**src/rtl/instr_fetch_if.sv**
```systemverilog
// Fetch-stage bus: instruction-memory req/ack channel plus the decode-side
// instruction handoff and branch feedback from the datapath.
interface instr_fetch_if;
  logic        imem_req;
  logic [31:0] imem_addr;
  logic        imem_ack;
  logic [31:0] imem_rdata;
  logic        instr_valid;
  logic        instr_ready;
  logic [31:0] instr;
  logic [5:0]  opcode;
  logic [31:0] pc;
  logic [31:0] pc_plus4;
  logic        branch_taken;
  logic [31:0] branch_offset;
  logic [15:0] retired;

  modport master (
    output imem_req, imem_addr, instr_valid, instr, opcode, pc, pc_plus4, retired,
    input  imem_ack, imem_rdata, instr_ready, branch_taken, branch_offset
  );

  modport slave (
    input  imem_req, imem_addr, instr_valid, instr, opcode, pc, pc_plus4, retired,
    output imem_ack, imem_rdata, instr_ready, branch_taken, branch_offset
  );
endinterface

```
**src/rtl/instr_fetch_unit.sv**
```systemverilog
// MIPS instruction fetch stage: owns the PC, fetches over req/ack, holds the
// word for decode and advances sequentially or by a taken beq on consume.
module instr_fetch_unit #(
  parameter logic [31:0] RESET_PC = 32'h0000_0000
) (
  input  logic          clk,
  input  logic          rst_n,
  instr_fetch_if.master bus
);

  typedef enum logic [1:0] {RST, REQ, HOLD} state_t;

  localparam logic [31:0] RESET_PC_ALIGNED = {RESET_PC[31:2], 2'b00};

  state_t      state_q, state_d;
  logic [31:0] pc_q, pc_d;
  logic [31:0] instr_q, instr_d;
  logic [15:0] retired_q, retired_d;
  logic [31:0] pc_plus4;

  // Offset is in words; the word-aligned result keeps pc[1:0] at zero.
  function automatic logic [31:0] next_pc(input logic [31:0] seq_pc,
                                          input logic taken,
                                          input logic [31:0] offset);
    logic [31:0] tgt;
    tgt = taken ? seq_pc + {offset[29:0], 2'b00} : seq_pc;
    return {tgt[31:2], 2'b00};
  endfunction

  assign pc_plus4 = pc_q + 32'd4;

  always_ff @(posedge clk or negedge rst_n) begin
    if (!rst_n) begin
      state_q   <= RST;
      pc_q      <= RESET_PC_ALIGNED;
      instr_q   <= '0;
      retired_q <= '0;
    end else begin
      state_q   <= state_d;
      pc_q      <= pc_d;
      instr_q   <= instr_d;
      retired_q <= retired_d;
    end
  end

  always_comb begin
    state_d   = state_q;
    pc_d      = pc_q;
    instr_d   = instr_q;
    retired_d = retired_q;
    case (state_q)
      RST: state_d = REQ;
      REQ: begin
        if (bus.imem_ack) begin
          instr_d = bus.imem_rdata;
          state_d = HOLD;
        end
      end
      HOLD: begin
        if (bus.instr_ready) begin
          pc_d      = next_pc(pc_plus4, bus.branch_taken, bus.branch_offset);
          retired_d = retired_q + 16'd1;
          state_d   = REQ;
        end
      end
      default: state_d = RST;
    endcase
  end

  // Every output is decoded from registers only, so decode sees a stable opcode.
  assign bus.imem_req    = (state_q == REQ);
  assign bus.imem_addr   = pc_q;
  assign bus.instr_valid = (state_q == HOLD);
  assign bus.instr       = instr_q;
  assign bus.opcode      = instr_q[31:26];
  assign bus.pc          = pc_q;
  assign bus.pc_plus4    = pc_plus4;
  assign bus.retired     = retired_q;

endmodule

```
**src/flat_wrapper.sv**
```systemverilog
// flat-port wrapper written by rule: the top's interface ports become plain ports
module instr_fetch_unit_flat 
#(
  parameter logic [31:0] RESET_PC = 32'h0000_0000
)
  (clk, rst_n, bus_imem_req, bus_imem_addr, bus_instr_valid, bus_instr, bus_opcode, bus_pc, bus_pc_plus4, bus_retired, bus_imem_ack, bus_imem_rdata, bus_instr_ready, bus_branch_taken, bus_branch_offset);
  instr_fetch_if bus_i ();
  input  logic clk;
  input  logic rst_n;
  output wire logic [$bits(bus_i.imem_req)-1:0] bus_imem_req;
  output wire logic [$bits(bus_i.imem_addr)-1:0] bus_imem_addr;
  output wire logic [$bits(bus_i.instr_valid)-1:0] bus_instr_valid;
  output wire logic [$bits(bus_i.instr)-1:0] bus_instr;
  output wire logic [$bits(bus_i.opcode)-1:0] bus_opcode;
  output wire logic [$bits(bus_i.pc)-1:0] bus_pc;
  output wire logic [$bits(bus_i.pc_plus4)-1:0] bus_pc_plus4;
  output wire logic [$bits(bus_i.retired)-1:0] bus_retired;
  input wire logic [$bits(bus_i.imem_ack)-1:0] bus_imem_ack;
  input wire logic [$bits(bus_i.imem_rdata)-1:0] bus_imem_rdata;
  input wire logic [$bits(bus_i.instr_ready)-1:0] bus_instr_ready;
  input wire logic [$bits(bus_i.branch_taken)-1:0] bus_branch_taken;
  input wire logic [$bits(bus_i.branch_offset)-1:0] bus_branch_offset;
  assign bus_imem_req = bus_i.imem_req;
  assign bus_imem_addr = bus_i.imem_addr;
  assign bus_instr_valid = bus_i.instr_valid;
  assign bus_instr = bus_i.instr;
  assign bus_opcode = bus_i.opcode;
  assign bus_pc = bus_i.pc;
  assign bus_pc_plus4 = bus_i.pc_plus4;
  assign bus_retired = bus_i.retired;
  assign bus_i.imem_ack = bus_imem_ack;
  assign bus_i.imem_rdata = bus_imem_rdata;
  assign bus_i.instr_ready = bus_instr_ready;
  assign bus_i.branch_taken = bus_branch_taken;
  assign bus_i.branch_offset = bus_branch_offset;
  instr_fetch_unit #(.RESET_PC(RESET_PC)) u_core (.clk(clk), .rst_n(rst_n), .bus(bus_i));
endmodule
```
**config.mk**
```make
export PLATFORM = sky130hd
export DESIGN_NAME = instr_fetch_unit_flat
export DESIGN_NICKNAME = d
export VERILOG_FILES = /design/src/rtl/instr_fetch_if.sv /design/src/rtl/instr_fetch_unit.sv /design/src/flat_wrapper.sv
export SDC_FILE = /design/constraint.sdc
export NUM_CORES = 1
export LEC_CHECK = 0
export ABC_AREA = 1
export BUFFER_PORTS_ARGS = -buffer_cell sky130_fd_sc_hd__buf_4
export CAP_MARGIN = 20
export CORE_MARGIN = 2
export CORE_UTILIZATION = 52
export CTS_BUF_LIST = sky130_fd_sc_hd__clkbuf_16
export DETAILED_ROUTE_END_ITERATION = 16
export PLACE_DENSITY = 0.8
export SLEW_MARGIN = 20
export SYNTH_ARGS = -nofsm -noshare
export SYNTH_HDL_FRONTEND = slang
export SYNTH_SLANG_ARGS = --single-unit
```
**constraint.sdc**
```tcl
create_clock -name clk -period 3.5 [get_ports clk]
set_input_delay 0.7 -clock clk [delete_from_list [all_inputs] [get_ports clk]]
set_output_delay 0.7 -clock clk [all_outputs]
set_load 0.01 [all_outputs]
```
==> results by group, run 1 <==
Outcome
  – Outcome: complete, no violations

Synth
  – FFs w/ async S/R, synth: between 90% and 100%
  – Syn. warnings: 0
  – Seq/Total Area, Yosys: ~30%
  – Most frequent cell after synthesis: nand2_1
  – Synth unique cells: 37
  – Commonest cells post-synth: nand2_1, inv_1, dfrtp_1, nor2_1, nand3_1
  – Post-synth top area cell: dfrtp_1
  – Syn_area_per_cell: 6.890 µm²
  – Main area contributors after synthesis: dfrtp_1, nand2_1, inv_1
  – Synthesis-stage register bit count: 80
  – Post-synth EDFFs: 0
  – Post-Syn Area: around 6700 µm²
  – Synth Flop Type: dfrtp_1
  – Cells after synthesis: a little under 1k
  – Area fraction of the dominant cell type after synthesis: between 20 and 30%

Floorplan
  – Rows: between 40 and 50
  – Starting Density: between 50% and 60%
  – I/O pin cnt: 221
  – Core area: 12,570 µm²
  – Chip width: between 100 and 150 µm
  – Die Y: 117.3 µm
  – Die ar.: about 14,000 µm²

Clocking
  – Root Driver: clkbuf_16
  – CTS buffer count: 9
  – Clock sinks: 80
  – Max Root-Sink Buffers: 2
  – Post-CTS Hold Fix Bufs: 0
  – Clock Pin Slew Worst Setup and Hold Paths: 70 ps
  – Clk Latency, worst-skew pair: about 340 ps
  – H-tree Lvls: 3
  – TritonCTS clock tree: yes

Global route
  – Gr ovfl total: 0
  – First-pass GRT wire length: 31,960 µm
  – Vias in the first global route: between 6k and 7k
  – Initial antenna violation count: 0
  – Pin count of the biggest net entering global routing: between 80 and 90
  – All-Layer GR Usage: 28.62%

Detailed routing
  – DR vias: 6,827
  – Final WL: 19,830 µm
  – Pre-antenna DRT Iters: 5
  – Drt drc: 0
  – Antenna Nets Post-Route: 0
  – 1st-iter DRT viols: about 430
  – Vias/cell: 5.152
  – Routed len/inst: about 15 µm

Power and ir drop
  – Tot Pwr: around 7.4 mW
  – VDD IR max: a little under 400 µV
  – Leak: around 4.7 nW
  – PD cells: about 880 nW/µm²

Placement
  – Dpl hpwl: 15,910 µm
  – Pre-CTS setup slack: roughly 320 ps
  – Port bufs: roughly 210
  – GPL Wtd Cong: around 1

Cells and area
  – Antenna cells: 0
  – Register Area: between 2000 and 2500 µm²
  – Fill cell count: about 1.1k
  – Layout cells sized above 1: between 20% and 30%
  – Nets: 1,255
  – Area of the multi-input gates: ~3800 µm²
  – Layout area overhead: 27.32%

Timing
  – Slew @ Worst Pin: approximately 830 ps
  – Worst Skew: 11.24 ps
  – Setup violators final: 0
  – Final WS setup: roughly 280 ps
  – Final hold slack: 254.4 ps
  – Tcrit/Tclk final: slightly above 90%
  – Final min period: between 3000 and 4000 ps
  – Relative max-transition margin: between 40% and 50%
  – Max Freq: 310.8 MHz
  – Fin. Hold Viols: 0
  – Final TNS setup: 0 ps
  – Final Max Slew Viols: 0

Critical path
  – CP Data Required Time: ~3700 ps
  – Startpoint Class: flip-flop
  – Worst-path maximum fanout: 5
  – Critical Path Sink Type: flip-flop
  – WP data arrival: 3440 ps
  – CP Class: flip-flop to flip-flop

Job
  – Max-cap viol count: 0

Worst hold path
  – Hold crit path type: primary input to asynchronous set/reset pin
==> metal layers <==
layer / track usage (%) / vias to the layer above / share of wire, % / routed length, µm
met5: 0 / - / 0 / 0
met4: 10.47 / 0 / 2.4 / 477
met3: 5.010 / 38 / 8.1 / 1602
met2: 48.68 / 338 / 47 / 9394
met1: 36.53 / 3065 / 42 / 8354
li1: - / 3386 / - / -
==> registers in the layout, summed over array words and instances, names as in the netlist <==
| register | cells |
|---|---|
| u_core.bus.imem_addr | 30 |
| u_core.bus.instr | 32 |
| u_core.bus.retired | 16 |
| u_core.state_q | 2 |
==> area by class of cell <==
| cell class | instances | area share, % |
|---|---|---|
| well taps | 172 | 2.532 |
| multi-input cells | 697 | 44.70 |
| flip-flops and latches | 80 | 23.56 |
| inverters | 140 | 6.182 |
| repair buffers | 220 | 19.66 |
| clock buffers | 9 | 2.649 |
| clock inverters | 7 | 0.7065 |
==> kinds of logic after synthesis <==
logic type               count (synthesis)  synth area share (%)
AND/OR/NAND/NOR                        484                 30.92
buffers and inverters                  197                 13.51
AO/OA/AOI/OAI                           98                 7.777
flip-flops                              80                 29.99
XOR/XNOR                                39                 5.116
adder cells (fa/ha/maj)                 38                 7.234
multiplexers                            32                 5.397
other                                    1               0.05617
==> per-stage QoR <==
step	instance area, µm²	cells	utilization, %
final	8501	1325	67.64
after global routing	8501	1325	67.64
after CTS	8463	1324	67.34
after detailed placement	8178	1308	65.07
after global placement	8178	1308	65.07
after floorplan	6695	974	-
==> cells in the final DEF, fill, tap and decap left out, drive strengths merged <==
cell type,instances
inv,144
ha,37
nand3b,3
a21oi,48
o21bai,5
xor2,27
o22ai,1
conb,6
and2,4
nor3,13
nand3,61
dfrtp,80
mux2,32
clkbuf,9
o211ai,1
nor2,85
o21ai,38
nand4,15
fa,1
nand2,301
or2,1
a21o,2
nor4,1
o31ai,3
buf,220
clkinvlp,3
xnor2,12
==> report_power, final <==
part,switching (mW),internal [mW]
Sequential,0.449,1.31
Clock,0.404,0.492
Combinational,2.72,2.06
==> worst paths after layout <==
path                                                      from                                    to  slack (ps)  depth (start not counted)
max                        u_core.bus.imem_addr[3]$_DFFE_PN0P_  u_core.bus.imem_addr[16]$_DFFE_PN0P_         280                         18
min                                                      rst_n   u_core.bus.imem_addr[7]$_DFFE_PN0P_         250                          1
max reg2reg                u_core.bus.imem_addr[3]$_DFFE_PN0P_  u_core.bus.imem_addr[16]$_DFFE_PN0P_         280                         18
min reg2reg                 u_core.bus.retired[15]$_DFFE_PN0P_    u_core.bus.retired[15]$_DFFE_PN0P_         480                          1
max in group asynchronous                                rst_n      u_core.bus.instr[20]$_DFFE_PN0P_        2670                          2
min in group clk            u_core.bus.retired[15]$_DFFE_PN0P_    u_core.bus.retired[15]$_DFFE_PN0P_         480                          1
==> timing repair <==
item,CTS,global route
resized for setup,0,5
endpoints found under the hold margin,0,0
setup buffers,0,0
setup endpoints to repair,0,8
==> worst max-delay path, stage by stage, from the launching register on <==
cell and delay [ps]:
dfrtp_1 440, ha_1 210, nand2_1 90, nor2_1 220, inv_1 90, nor2_1 180, xor2_1 220, inv_1 120
ha_1 350, nand2_1 130, inv_1 50, a21oi_1 240, nand2_1 150, a21oi_1 230, nor2_1 60, nor2_1 80
nand2_1 70, nand2_1 100, nand2_1 60
Power figures use the tool's default switching activity.
==> run 2, diff against run 1 <==
Settings changed: MAX_ROUTING_LAYER set to met4, REMOVE_ABC_BUFFERS set to 1.
==> results by group, run 2 (synthesis gave the netlist of run 1 again) <==
Detailed routing
  – Vias/cell: 5.230
  – Routed len/inst: around 15 µm
  – Final WL: just over 20,000 µm
  – 1st-iter DRT viols: ~510
  – Pre-antenna DRT Iters: 5
  – Antenna Nets Post-Route: 0
  – Drt drc: 0
  – DR vias: between 6k and 7k

Cells and area
  – Nets: ~1.3k
  – Most common cell after layout, fill and taps aside: nand2_1
  – Most frequent cells in the layout: nand2_1, buf_4, inv_1, dfrtp_1, nor2_1
  – Design Area, Final: ~8500 µm²
  – Layout cells sized above 1: about a quarter
  – Max FFs per register: 32
  – Layout area overhead: 27.34%
  – Layout Utilization: around two thirds
  – Antenna cells: 0

Floorplan
  – Starting Density: a little over half
  – Die ar.: 13,760 µm²
  – Chip width: about 120 µm
  – I/O pin cnt: between 200 and 250
  – Rows: 41
  – Die Y: roughly 120 µm
  – Core area: 12,570 µm²

Timing
  – Max Freq: between 300 and 400 MHz
  – Unrepaired setup endpoints after global routing: false
  – Final Max Slew Viols: 0
  – Final TNS setup: 0 ps
  – Final WS setup: around 280 ps
  – Worst Skew: between 7 and 8 ps
  – Relative max-transition margin: 26.77%
  – Fin. Hold Viols: 0
  – Setup violators final: 0
  – Slew @ Worst Pin: approximately 1100 ps
  – Final min period: roughly 3200 ps
  – Tcrit/Tclk final: between 90 and 100%

Power and ir drop
  – Leak: approximately 4.7 nW
  – Switching power: roughly 3.6 mW
  – Clk pwr share: approximately 12%
  – Flop pwr share: about a quarter
  – Sw Share: 48.24%
  – Internal: approximately 3.9 mW
  – VDD IR max: between 300 and 400 µV
  – PD cells: 880.0 nW/µm²
  – Comb power frac: between 60% and 70%

Critical path
  – CP Data Required Time: roughly 3700 ps
  – R2r endpoint: u_core.bus.imem_addr[15]$_DFFE_PN0P_
  – CP endpoint: u_core.bus.imem_addr[15]$_DFFE_PN0P_
  – CP Class: flip-flop to flip-flop
  – Worst r2r path cells: 17
  – Startpoint Class: flip-flop
  – Critical Path Sink Type: flip-flop
  – Critical Path Source: u_core.bus.imem_addr[12]$_DFFE_PN0P_
  – R2R Setup Slk: approximately 280 ps
  – Reg-to-reg critical path startpoint: u_core.bus.imem_addr[12]$_DFFE_PN0P_
  – Worst-path maximum fanout: 6
  – WP data arrival: around 3400 ps

Clocking
  – Clk Latency, worst-skew pair: 340 ps
  – Max Root-Sink Buffers: 2
  – Root Driver: clkbuf_16
  – H-tree Lvls: 3
  – Clock Pin Slew Worst Setup and Hold Paths: ~60 ps
  – CTS buffer count: 9
  – Clock sinks: 80
  – TritonCTS clock tree: yes

Placement
  – Dpl hpwl: roughly 16,000 µm
  – Pre-CTS setup slack: approximately 260 ps
  – DP Area: between 8000 and 9000 µm²
  – Port bufs: 212
  – GPL Wtd Cong: ~1.0

Global route
  – Gr ovfl total: 0
  – First-pass GRT wire length: 33,220 µm
  – Pin count of the biggest net entering global routing: 81
  – All-Layer GR Usage: a little under a third
  – Initial antenna violation count: 0
  – Vias in the first global route: around 6.7k

Job
  – Max-cap viol count: 0

Worst hold path
  – Hold crit path type: primary input to asynchronous set/reset pin

Outcome
  – Outcome: complete, no violations
==> run 2: routing by layer <==
metal	global-route usage, %	up-vias	wire, µm
met5	-	-	0
met1	37.81	3170	8378
met3	2.772	58	1396
met4	13.33	0	671
met2	51.50	317	10050
li1	-	3379	-
==> run 2: through the flow <==
step	total power, mW	hold WS, ps	cells
2_1_floorplan	4.392	404.4	917
5_1_grt	8.038	457.9	1324
4_1_cts	7.380	481.0	1323
6_report	7.482	376.4	1324
3_5_place_dp	6.483	469.0	1307
3_3_place_gp	6.377	463.4	1307
==> run 2: cell type report <==
class / instances / area, µm²
clock inverters: 7 / 47.55
flip-flops and latches: 80 / 2004
fillers: 1098 / 4066
well taps: 172 / 215.2
clock buffers: 9 / 225.2
multi-input cells: 697 / 3836
repair buffers: 219 / 1648
inverters: 140 / 525.5
==> run 2: worst min-delay path by stage <==
stage,slack [ps],end,cells after the start,from
detailed placement,470,u_core.bus.retired[15]$_DFFE_PN0P_,1,u_core.bus.retired[15]$_DFFE_PN0P_
CTS,480,u_core.bus.retired[15]$_DFFE_PN0P_,1,u_core.bus.retired[15]$_DFFE_PN0P_
global route,460,u_core.bus.imem_addr[3]$_DFFE_PN0P_,1,rst_n
floorplan,400,u_core.bus.imem_addr[10]$_DFFE_PN0P_,0,rst_n
global placement,460,u_core.bus.retired[15]$_DFFE_PN0P_,1,u_core.bus.retired[15]$_DFFE_PN0P_
finish,380,u_core.bus.imem_addr[3]$_DFFE_PN0P_,1,rst_n
==> run 2: timing repair <==
item / 4_1_cts / 5_1_grt
hold buffers: 0 / 0
buffers inserted: 0 / 1
resized for setup: 0 / 13
endpoints found under the setup margin: 0 / 12
==> run 2: power by group through the flow <==
| stage | combinational, mW | clock (mW) | sequential, mW |
|---|---|---|---|
| after floorplan | 2.44 | 0 | 1.95 |
| after global placement | 4.64 | 0 | 1.74 |
| after detailed placement | 4.72 | 0 | 1.77 |
| after CTS | 4.75 | 0.876 | 1.76 |
| after global routing | 5.31 | 0.905 | 1.82 |
| final | 4.84 | 0.868 | 1.78 |
==> run 2: worst max-delay path, stage by stage (launching register included) <==
cell,delay (ps)
dfrtp_1,470
nand2_1,160
nor2_1,240
nand4_1,180
nor2_1,200
xor2_1,220
inv_1,120
ha_1,350
nand2_1,160
inv_1,50
nand2_1,60
nand2_1,70
a21oi_1,120
nand2_1,180
xnor2_2,230
nand2_1,80
nand3_1,70
o21ai_0,110
==> run 3, diff against run 2 <==
Settings changed: BUFFER_PORTS_ARGS -buffer_cell sky130_fd_sc_hd__buf_4 to -buffer_cell sky130_fd_sc_hd__buf_2.
==> results by group, run 3 (synthesis gave the netlist of run 1 again) <==
Timing
  – Setup violators final: 0
  – Final WS setup: approximately 200 ps
  – Final Max Slew Viols: 0
  – Worst Skew: between 6 and 7 ps
  – Fin. Hold Viols: 0
  – Max Freq: approximately 300 MHz
  – Relative max-transition margin: between 40% and 50%
  – Tcrit/Tclk final: between 90% and 100%
  – Slew @ Worst Pin: about 760 ps
  – Unrepaired setup endpoints after global routing: false
  – Final min period: 3297 ps
  – Final TNS setup: 0 ps

Detailed routing
  – Final WL: around 19,000 µm
  – Routed len/inst: ~15 µm
  – 1st-iter DRT viols: 509
  – Drt drc: 0
  – Vias/cell: approximately 5.1
  – Antenna Nets Post-Route: 0
  – DR vias: approximately 6.8k
  – Pre-antenna DRT Iters: 6

Outcome
  – Outcome: complete, no violations

Global route
  – Pin count of the biggest net entering global routing: between 80 and 90
  – Grt met3 use: under 10%
  – Vias in the first global route: 6,338
  – All-Layer GR Usage: 28.37%
  – First-pass GRT wire length: between 30,000 and 40,000 µm
  – Gr ovfl total: 0
  – Met1 Use GR: ~36%
  – Initial antenna violation count: 0
  – Met2 Resource Use GR: a little under half
  – Gr busiest metal: met2

Cells and area
  – Nets: approximately 1.3k
  – Cell Count, Final, Fillers Out: 1,329
  – Layout cells sized above 1: 26.19%
  – Most frequent cells in the layout: nand2_1, buf_2, inv_1, dfrtp_1, nor2_1
  – Antenna cells: 0
  – Layout area overhead: 20.93%
  – Max FFs per register: 32
  – Most common cell after layout, fill and taps aside: nand2_1

Critical path
  – CP peak stage delay: 420 ps
  – CP Data Required Time: 3730 ps
  – Crit path max-delay cell type: dfrtp_1
  – CP Class: flip-flop to flip-flop
  – Critical Path Sink Type: flip-flop
  – Most frequent CP cell: nand2_1
  – Worst-path maximum fanout: 6
  – Startpoint Class: flip-flop
  – WP data arrival: about 3500 ps
  – Cells along the critical path: ha_2, nand2_1, inv_1, nand2_2, nor2_4, nand2_1, nor2_1, xor2_1, inv_1, ha_4, nand2_1, nor2_1, inv_1, nor3_2, nand3_1, nand4_1, nand3_1, nand2_1, nand2_1

Clocking
  – TritonCTS clock tree: yes
  – Root Driver: clkbuf_16
  – CTS buffer count: 9
  – Clock Pin Slew Worst Setup and Hold Paths: about 60 ps
  – Clock sinks: 80
  – Clk Latency, worst-skew pair: 340 ps
  – Post-CTS Hold Fix Bufs: 0
  – Max Root-Sink Buffers: 2
  – H-tree Lvls: 3

Floorplan
  – Die Y: ~120 µm
  – Rows: 41
  – I/O pin cnt: ~220
  – Starting Density: 53.12%
  – Core area: ~13,000 µm²
  – Chip width: 117.3 µm
  – Die ar.: 13,760 µm²

Placement
  – Dpl hpwl: 15,310 µm
  – Pre-CTS setup slack: around 270 ps
  – Placed Instances: roughly 1.3k
  – Port bufs: 212
  – GPL Wtd Cong: 1.019

Power and ir drop
  – VDD IR max: ~380 µV
  – PD cells: roughly 880 nW/µm²
  – Leak: between 4 and 5 nW

Worst hold path
  – Hold crit path type: primary input to asynchronous set/reset pin

Job
  – Max-cap viol count: 0
## run 3: changes by cell type in the layout (fill, tap and decap cells not counted), sizes merged
cell,previous run,this run
buf,219,224
bufinv,0,1
inv,142,143
clkinvlp,1,0
clkinv,4,3
## run 3: layer usage
| layer | vias to the layer above | part of all wire (%) |
|---|---|---|
| li1 | 3382 | - |
| met1 | 3110 | 41 |
| met2 | 299 | 49 |
| met3 | 42 | 7.3 |
| met4 | 0 | 2.9 |
| met5 | - | 0 |
## run 3: power by group
part | switching, mW | internal [mW]
logic | 2.71 | 1.70
registers | 0.404 | 1.31
clock network | 0.398 | 0.561
total | 3.51 | 3.57
## run 3: final timing paths
check                                                          from                              endpoint  slack, ps  depth (start not counted)
worst min register to register   u_core.bus.retired[15]$_DFFE_PN0P_    u_core.bus.retired[15]$_DFFE_PN0P_        480                          1
min in group clk                 u_core.bus.retired[15]$_DFFE_PN0P_    u_core.bus.retired[15]$_DFFE_PN0P_        480                          1
worst min-delay path                                          rst_n   u_core.bus.imem_addr[3]$_DFFE_PN0P_        250                          1
worst max-delay path            u_core.bus.imem_addr[3]$_DFFE_PN0P_  u_core.bus.imem_addr[24]$_DFFE_PN0P_        200                         19
max in group asynchronous                                     rst_n  u_core.bus.imem_addr[23]$_DFFE_PN0P_       2660                          2
worst max register to register  u_core.bus.imem_addr[3]$_DFFE_PN0P_  u_core.bus.imem_addr[24]$_DFFE_PN0P_        200                         19
## run 3: area by class of cell
cell class | instances | area (µm²)
fillers | 1118 | 4494
clock buffers | 9 | 225.2
flip-flops and latches | 80 | 2002
clock inverters | 7 | 77.57
repair buffers | 224 | 1174
multi-input cells | 697 | 3855
inverters | 140 | 525.5
well taps | 172 | 215.2
## run 3: timing repair
action                                 in CTS  in global routing
setup endpoints to repair                   0                 12
gates resized for setup                     0                 12
endpoints found under the hold margin       0                  0
buffers inserted                            0                  1
## run 3: worst max-delay path, delay by kind of cell, from the launching register on
kind                     cells  cell delay (ps)
adder cells (fa/ha/maj)      2              560
XOR/XNOR                     1              310
buffers and inverters        3              330
flip-flops                   1              420
AND/OR/NAND/NOR             13             1570
## run 3: through the flow
stage	total power [mW]	hold slack, ps	area [µm²]	utilization [%]
final	7.080	246.2	8074	64.24
after global routing	7.625	257.9	8074	64.24
after CTS	6.964	483.2	7975	63.45
after detailed placement	5.983	473.6	7672	61.05
after global placement	5.904	462.1	7672	61.05
after floorplan	4.392	404.4	6319	-
